$ cat src/rtl/hazard_forward_unit.sv
// hazard_forward_unit
//   Producer side of the EX-stage operand-forwarding interface for a 5-stage
//   pipeline. A shadow pipeline of destination info (EX, MEM, WB slots)
//   advances in lockstep with the ID/EX, EX/MEM and MEM/WB registers.
//   Forward codes are registered so they line up with the instruction in EX.
//
// Ports
//   clk, rst       rising-edge clock, synchronous active-high reset
//   id_rs, id_rt   source indices of the ID instruction
//   id_use_rs/rt   ID instruction actually reads rs / rt
//   id_dst         destination of the ID instruction
//   id_reg_write   ID instruction writes the register file
//   id_mem_read    ID instruction is a load
//   flush          kill the ID instruction (taken branch/jump)
//   stall          combinational load-use stall (hold PC and IF/ID, bubble EX)
//   forward_A/B    registered: 00 regfile, 01 EX/MEM result, 10 WB value
//   ex_bubble      registered: EX slot holds a bubble
//   stall_count    registered saturating count of load-use stalls
//   slot_state     debug view of the slots, {EX, MEM, WB}, each {dst, reg_write, mem_read}
//
// Handshake: there is no valid/ready pair here. stall is a hold request to the
// front end: while stall=1 the ID instruction is not consumed and must be
// presented again on the next cycle.
module hazard_forward_unit #(
  parameter int REG_ADDR_W = 5,
  parameter int CNT_W      = 16
) (
  input  logic                          clk,
  input  logic                          rst,
  input  logic [REG_ADDR_W-1:0]         id_rs,
  input  logic [REG_ADDR_W-1:0]         id_rt,
  input  logic                          id_use_rs,
  input  logic                          id_use_rt,
  input  logic [REG_ADDR_W-1:0]         id_dst,
  input  logic                          id_reg_write,
  input  logic                          id_mem_read,
  input  logic                          flush,
  output logic                          stall,
  output logic [1:0]                    forward_A,
  output logic [1:0]                    forward_B,
  output logic                          ex_bubble,
  output logic [CNT_W-1:0]              stall_count,
  output logic [3*(REG_ADDR_W+2)-1:0]   slot_state
);

  localparam logic [REG_ADDR_W-1:0] REG_ZERO = '0;
  localparam logic [CNT_W-1:0]      CNT_MAX  = '1;

  logic [REG_ADDR_W-1:0] ex_dst, mem_dst, wb_dst;
  logic                  ex_rw, mem_rw, wb_rw;
  logic                  ex_mr, mem_mr, wb_mr;

  logic       haz_a, haz_b;
  logic [1:0] fwd_a_next, fwd_b_next;

  // Load in EX whose result a source of the ID instruction needs: the value
  // only exists after MEM, so one bubble is required.
  always_comb begin
    haz_a = id_use_rs & ex_mr & ex_rw & (ex_dst != REG_ZERO) & (ex_dst == id_rs);
    haz_b = id_use_rt & ex_mr & ex_rw & (ex_dst != REG_ZERO) & (ex_dst == id_rt);
    stall = (haz_a | haz_b) & ~flush;
  end

  // Forward selection from the pre-edge slots. The EX producer moves into MEM
  // at the same edge the consumer enters EX (code 01); the MEM producer moves
  // into WB (code 10). The younger producer wins. A load in EX never reaches
  // here as a 01 source because it always causes a stall first.
  always_comb begin
    fwd_a_next = 2'b00;
    fwd_b_next = 2'b00;
    if (id_use_rs & ex_rw & (ex_dst != REG_ZERO) & (ex_dst == id_rs))
      fwd_a_next = 2'b01;
    else if (id_use_rs & mem_rw & (mem_dst != REG_ZERO) & (mem_dst == id_rs))
      fwd_a_next = 2'b10;
    if (id_use_rt & ex_rw & (ex_dst != REG_ZERO) & (ex_dst == id_rt))
      fwd_b_next = 2'b01;
    else if (id_use_rt & mem_rw & (mem_dst != REG_ZERO) & (mem_dst == id_rt))
      fwd_b_next = 2'b10;
  end

  always_ff @(posedge clk) begin
    if (rst) begin
      ex_dst      <= '0;
      ex_rw       <= 1'b0;
      ex_mr       <= 1'b0;
      mem_dst     <= '0;
      mem_rw      <= 1'b0;
      mem_mr      <= 1'b0;
      wb_dst      <= '0;
      wb_rw       <= 1'b0;
      wb_mr       <= 1'b0;
      forward_A   <= 2'b00;
      forward_B   <= 2'b00;
      ex_bubble   <= 1'b1;
      stall_count <= '0;
    end else begin
      // MEM and WB never stall.
      wb_dst  <= mem_dst;
      wb_rw   <= mem_rw;
      wb_mr   <= mem_mr;
      mem_dst <= ex_dst;
      mem_rw  <= ex_rw;
      mem_mr  <= ex_mr;
      if (flush | stall) begin
        ex_dst    <= '0;
        ex_rw     <= 1'b0;
        ex_mr     <= 1'b0;
        forward_A <= 2'b00;
        forward_B <= 2'b00;
        ex_bubble <= 1'b1;
      end else begin
        ex_dst    <= id_dst;
        ex_rw     <= id_reg_write;
        ex_mr     <= id_mem_read;
        forward_A <= fwd_a_next;
        forward_B <= fwd_b_next;
        ex_bubble <= 1'b0;
      end
      if (stall && stall_count != CNT_MAX)
        stall_count <= stall_count + 1'b1;
    end
  end

  assign slot_state = {ex_dst, ex_rw, ex_mr, mem_dst, mem_rw, mem_mr, wb_dst, wb_rw, wb_mr};

endmodule

$ cat config.mk
export PLATFORM = sky130hd
export DESIGN_NAME = hazard_forward_unit
export DESIGN_NICKNAME = d
export VERILOG_FILES = /design/src/rtl/hazard_forward_unit.sv
export SDC_FILE = /design/constraint.sdc
export NUM_CORES = 1
export LEC_CHECK = 0
export CAP_MARGIN = 20
export CORE_MARGIN = 8
export CORE_UTILIZATION = 41
export CTS_CLUSTER_SIZE = 25
export DETAILED_ROUTE_END_ITERATION = 16
export PLACE_DENSITY = 0.77
export SLEW_MARGIN = 25
export SYNTH_ARGS = -nofsm -noshare
export SYNTH_HDL_FRONTEND = slang
export SYNTH_SLANG_ARGS = --single-unit
$ cat constraint.sdc
create_clock -name clk -period 1.9 [get_ports clk]
set_input_delay 0.38 -clock clk [delete_from_list [all_inputs] [get_ports clk]]
set_output_delay 0.38 -clock clk [all_outputs]
set_load 0.005 [all_outputs]
==> results.py <==
metrics = {
    "timing": {
        "tightest_slew_ps": 379,
        "final-hold-violation-count": 0,
        "fin_crit_ps": 2080,
        "finalSetupViolations": 17,
        "finalWorstSetupSlack_ps": -184,
        "fmax_mhz": 480,
        "drv_slew": 0,
        "slew_headroom": 0.745,
        "setup-tns-final_ps": -1720,
        "finalClockSkew_ps": 9.96,
        "rsz0062_at_grt": "true",
        "fin_crit_sh": 1.10,
    },
    "clocking": {
        "clk_pin_slew_ps": 80,
        "htreeDepth": 2,
        "clk_latency_ps": 300,
        "cts_buffer_depth": 2,
        "cts_tree": "yes",
        "cts_sinks": 42,
        "cts_made_buffers": 5,
        "cts.root.buffer_cell": "clkbuf_8",
    },
    "yosys": {
        "yosys.area.top_type": "dfxtp_1",
        "ys_seq_area_frac": 0.441,
        "syn_area_um2": 1910,
        "synth-seq-cells": 42,
        "ys_async_sr_fraction": 0,
        "syn_avg_cell_area_um2": 9.58,
        "yosys-top-cells-area": "dfxtp_1, xor2_1, nor2b_1",
        "ys_types": 38,
        "synth-warning-count": 0,
        "syn-num-nets": 222,
        "synth_ff_type": "dfxtp_1",
        "synth.top_cell.area_share": 0.441,
        "netlist_instances": 199,
        "synth_edf_count": 0,
    },
    "layout": {
        "antenna_cells": 0,
        "layout_commonest_cell": "clkdlybuf4s50_1",
        "drive_above_1_share": 0.267,
        "fin_nets": 310,
        "syn_to_final_growth_pct": 60.3,
        "final_cell_mix": "clkdlybuf4s50_1, dfxtp_1, buf_4",
    },
    "outcome": {
        "status": "finished, violations left",
        "failed_checks": "setup timing",
    },
    "critical_path": {
        "crit_type": "flop to primary output",
        "r2r_cells": 8,
        "cp-start-kind": "flop",
        "cp_max_fo": 3,
        "crit_end": "stall",
        "timing.rr.end": "stall_count[3]",
        "r2r-start": "ex_dst[4]",
        "cp-startpoint": "ex_dst[4]",
        "r2r_slack_ps": -170,
        "critPathRequiredTime_ps": 1520,
        "arrival_ps": 1700,
        "critPathCaptureType": "primary output",
    },
    "placement": {
        "hpwl_mm": 3.96,
        "place.gp.congestion": 0.847,
        "dp_slack_ps": -753,
        "port_buffers": 64,
    },
    "route": {
        "dr.pass1.iters": 4,
        "routed_wl_mm": 5.60,
        "viasPerCell": 5.23,
        "drcViolationCount": 0,
        "ant_nets": 0,
        "vias": 1790,
        "first_iter_violations": 66,
        "wl_per_cell_um": 16.4,
    },
    "power": {
        "p_switching_mw": 0.399,
        "power_frac_clock": 0.430,
        "combPwrFrac": 0.099,
        "pwr-share-seq": 0.471,
        "cellPowerDensity_nw_per_um2": 632,
        "ir_drop_mv": 0.541,
        "leakage_nw": 1.15,
        "netSwitchingFraction": 0.206,
        "p_int_mw": 1.53,
    },
    "grt": {
        "grt_usage": 0.149,
        "grt_pass1_vias": 1808,
        "grt_pass1_wl_mm": 8.81,
        "overflow": 0,
        "grt_max_degree": 32,
        "antenna_found_initial": 0,
    },
    "floorplan": {
        "top_level_ports": 65,
        "die_w_um": 84.2,
        "start_util": 0.414,
        "dieArea_um2": 7090,
        "rows": 25,
        "core_area_um2": 4600,
        "die_h_um": 84.2,
    },
    "worst_hold_path": {
        "min_path_type": "flop to flop",
    },
    "job": {
        "maxCapViolCount": 0,
    },
}
## how the worst min path moves through the flow
stage / startpoint / endpoint / slack (ps) / depth (start not counted)
3_3_place_gp: mem_mr / wb_mr / 450 / 1
5_1_grt: mem_mr / wb_mr / 490 / 1
6_report: mem_mr / wb_mr / 470 / 1
2_1_floorplan: mem_mr / wb_mr / 440 / 1
3_5_place_dp: mem_mr / wb_mr / 460 / 1
4_1_cts: mem_mr / wb_mr / 470 / 1
## kinds of logic after synthesis
| kind of cell | share of synthesized area |
|---|---|
| AND/OR/NAND/NOR | 0.263 |
| flip-flops | 0.441 |
| AO/OA/AOI/OAI | 0.130 |
| XOR/XNOR | 0.0919 |
| buffers and inverters | 0.0597 |
| multiplexers | 0.00788 |
| adder cells (fa/ha/maj) | 0.00656 |
## final cells by class
cell class                      instances  area, µm²
Sequential cell                        42        848
Inverter                                5       18.8
Timing Repair Buffer                   93        865
Multi-Input combinational cell        140       1120
Tap cell                               54       67.6
Clock inverter                          3       68.8
Fill cell                             365       1540
Clock buffer                            5       68.8
## state kept, by name (all words and copies together) (netlist names)
name	flops
ex_bubble	1
ex_dst	5
ex_mr	1
ex_rw	1
forward_A	2
forward_B	2
mem_dst	5
mem_mr	1
mem_rw	1
stall_count	16
wb_dst	5
wb_mr	1
wb_rw	1
## power groups by stage
stage	clock network [mW]	logic, mW	registers [mW]
6_report	0.831	0.191	0.909
3_5_place_dp	0	0.174	0.929
3_3_place_gp	0	0.169	0.928
4_1_cts	0.852	0.172	0.909
5_1_grt	0.894	0.205	0.911
2_1_floorplan	0	0.0625	0.926
## Yosys cell counts, types with 2 or more instances
master,number
nand4_1,4
and3_2,2
o21ai_1,2
o31ai_1,9
or4_1,11
nand2_1,7
xnor2_1,4
o21ai_0,4
and3_1,4
clkbuf_1,3
inv_2,2
or3_1,4
nor4_1,6
inv_1,3
a21oi_1,13
and2_1,10
nor2b_1,17
nand3_1,6
nor2_1,6
buf_6,3
xor2_1,16
dfxtp_1,42
buf_4,6
## metrics by stage
step	cells	utilization	hold WS [ps]	total power, mW	area (µm²)
6_report	342	0.664	466	1.93	3050
4_1_cts	339	0.627	465	1.93	2880
3_5_place_dp	329	0.589	457	1.10	2710
2_1_floorplan	199	-	439	0.989	1910
5_1_grt	342	0.664	487	2.01	3050
3_3_place_gp	329	0.589	447	1.10	2710
## critical path, stage by stage (launching register included)
cell	delay [ps]
dfxtp_4	360
buf_4	150
xor2_1	160
nor4_1	150
and3_2	260
o21bai_4	90
nor2_2	120
buf_2	120
## per-layer routing
metal / routed length [µm] / global-route usage
met1: 2350 / 0.170
met2: 2920 / 0.255
met3: 233 / 0.0348
met4: 96 / 0.0691
met5: 0 / 0
## timing repair
action	in CTS	in global routing
setup buffers	0	2
resized for setup	26	28
hold buffers	0	0
endpoints found under the setup margin	28	28
pin swaps	6	14
cloned	2	2
Power figures use the tool's default switching activity.
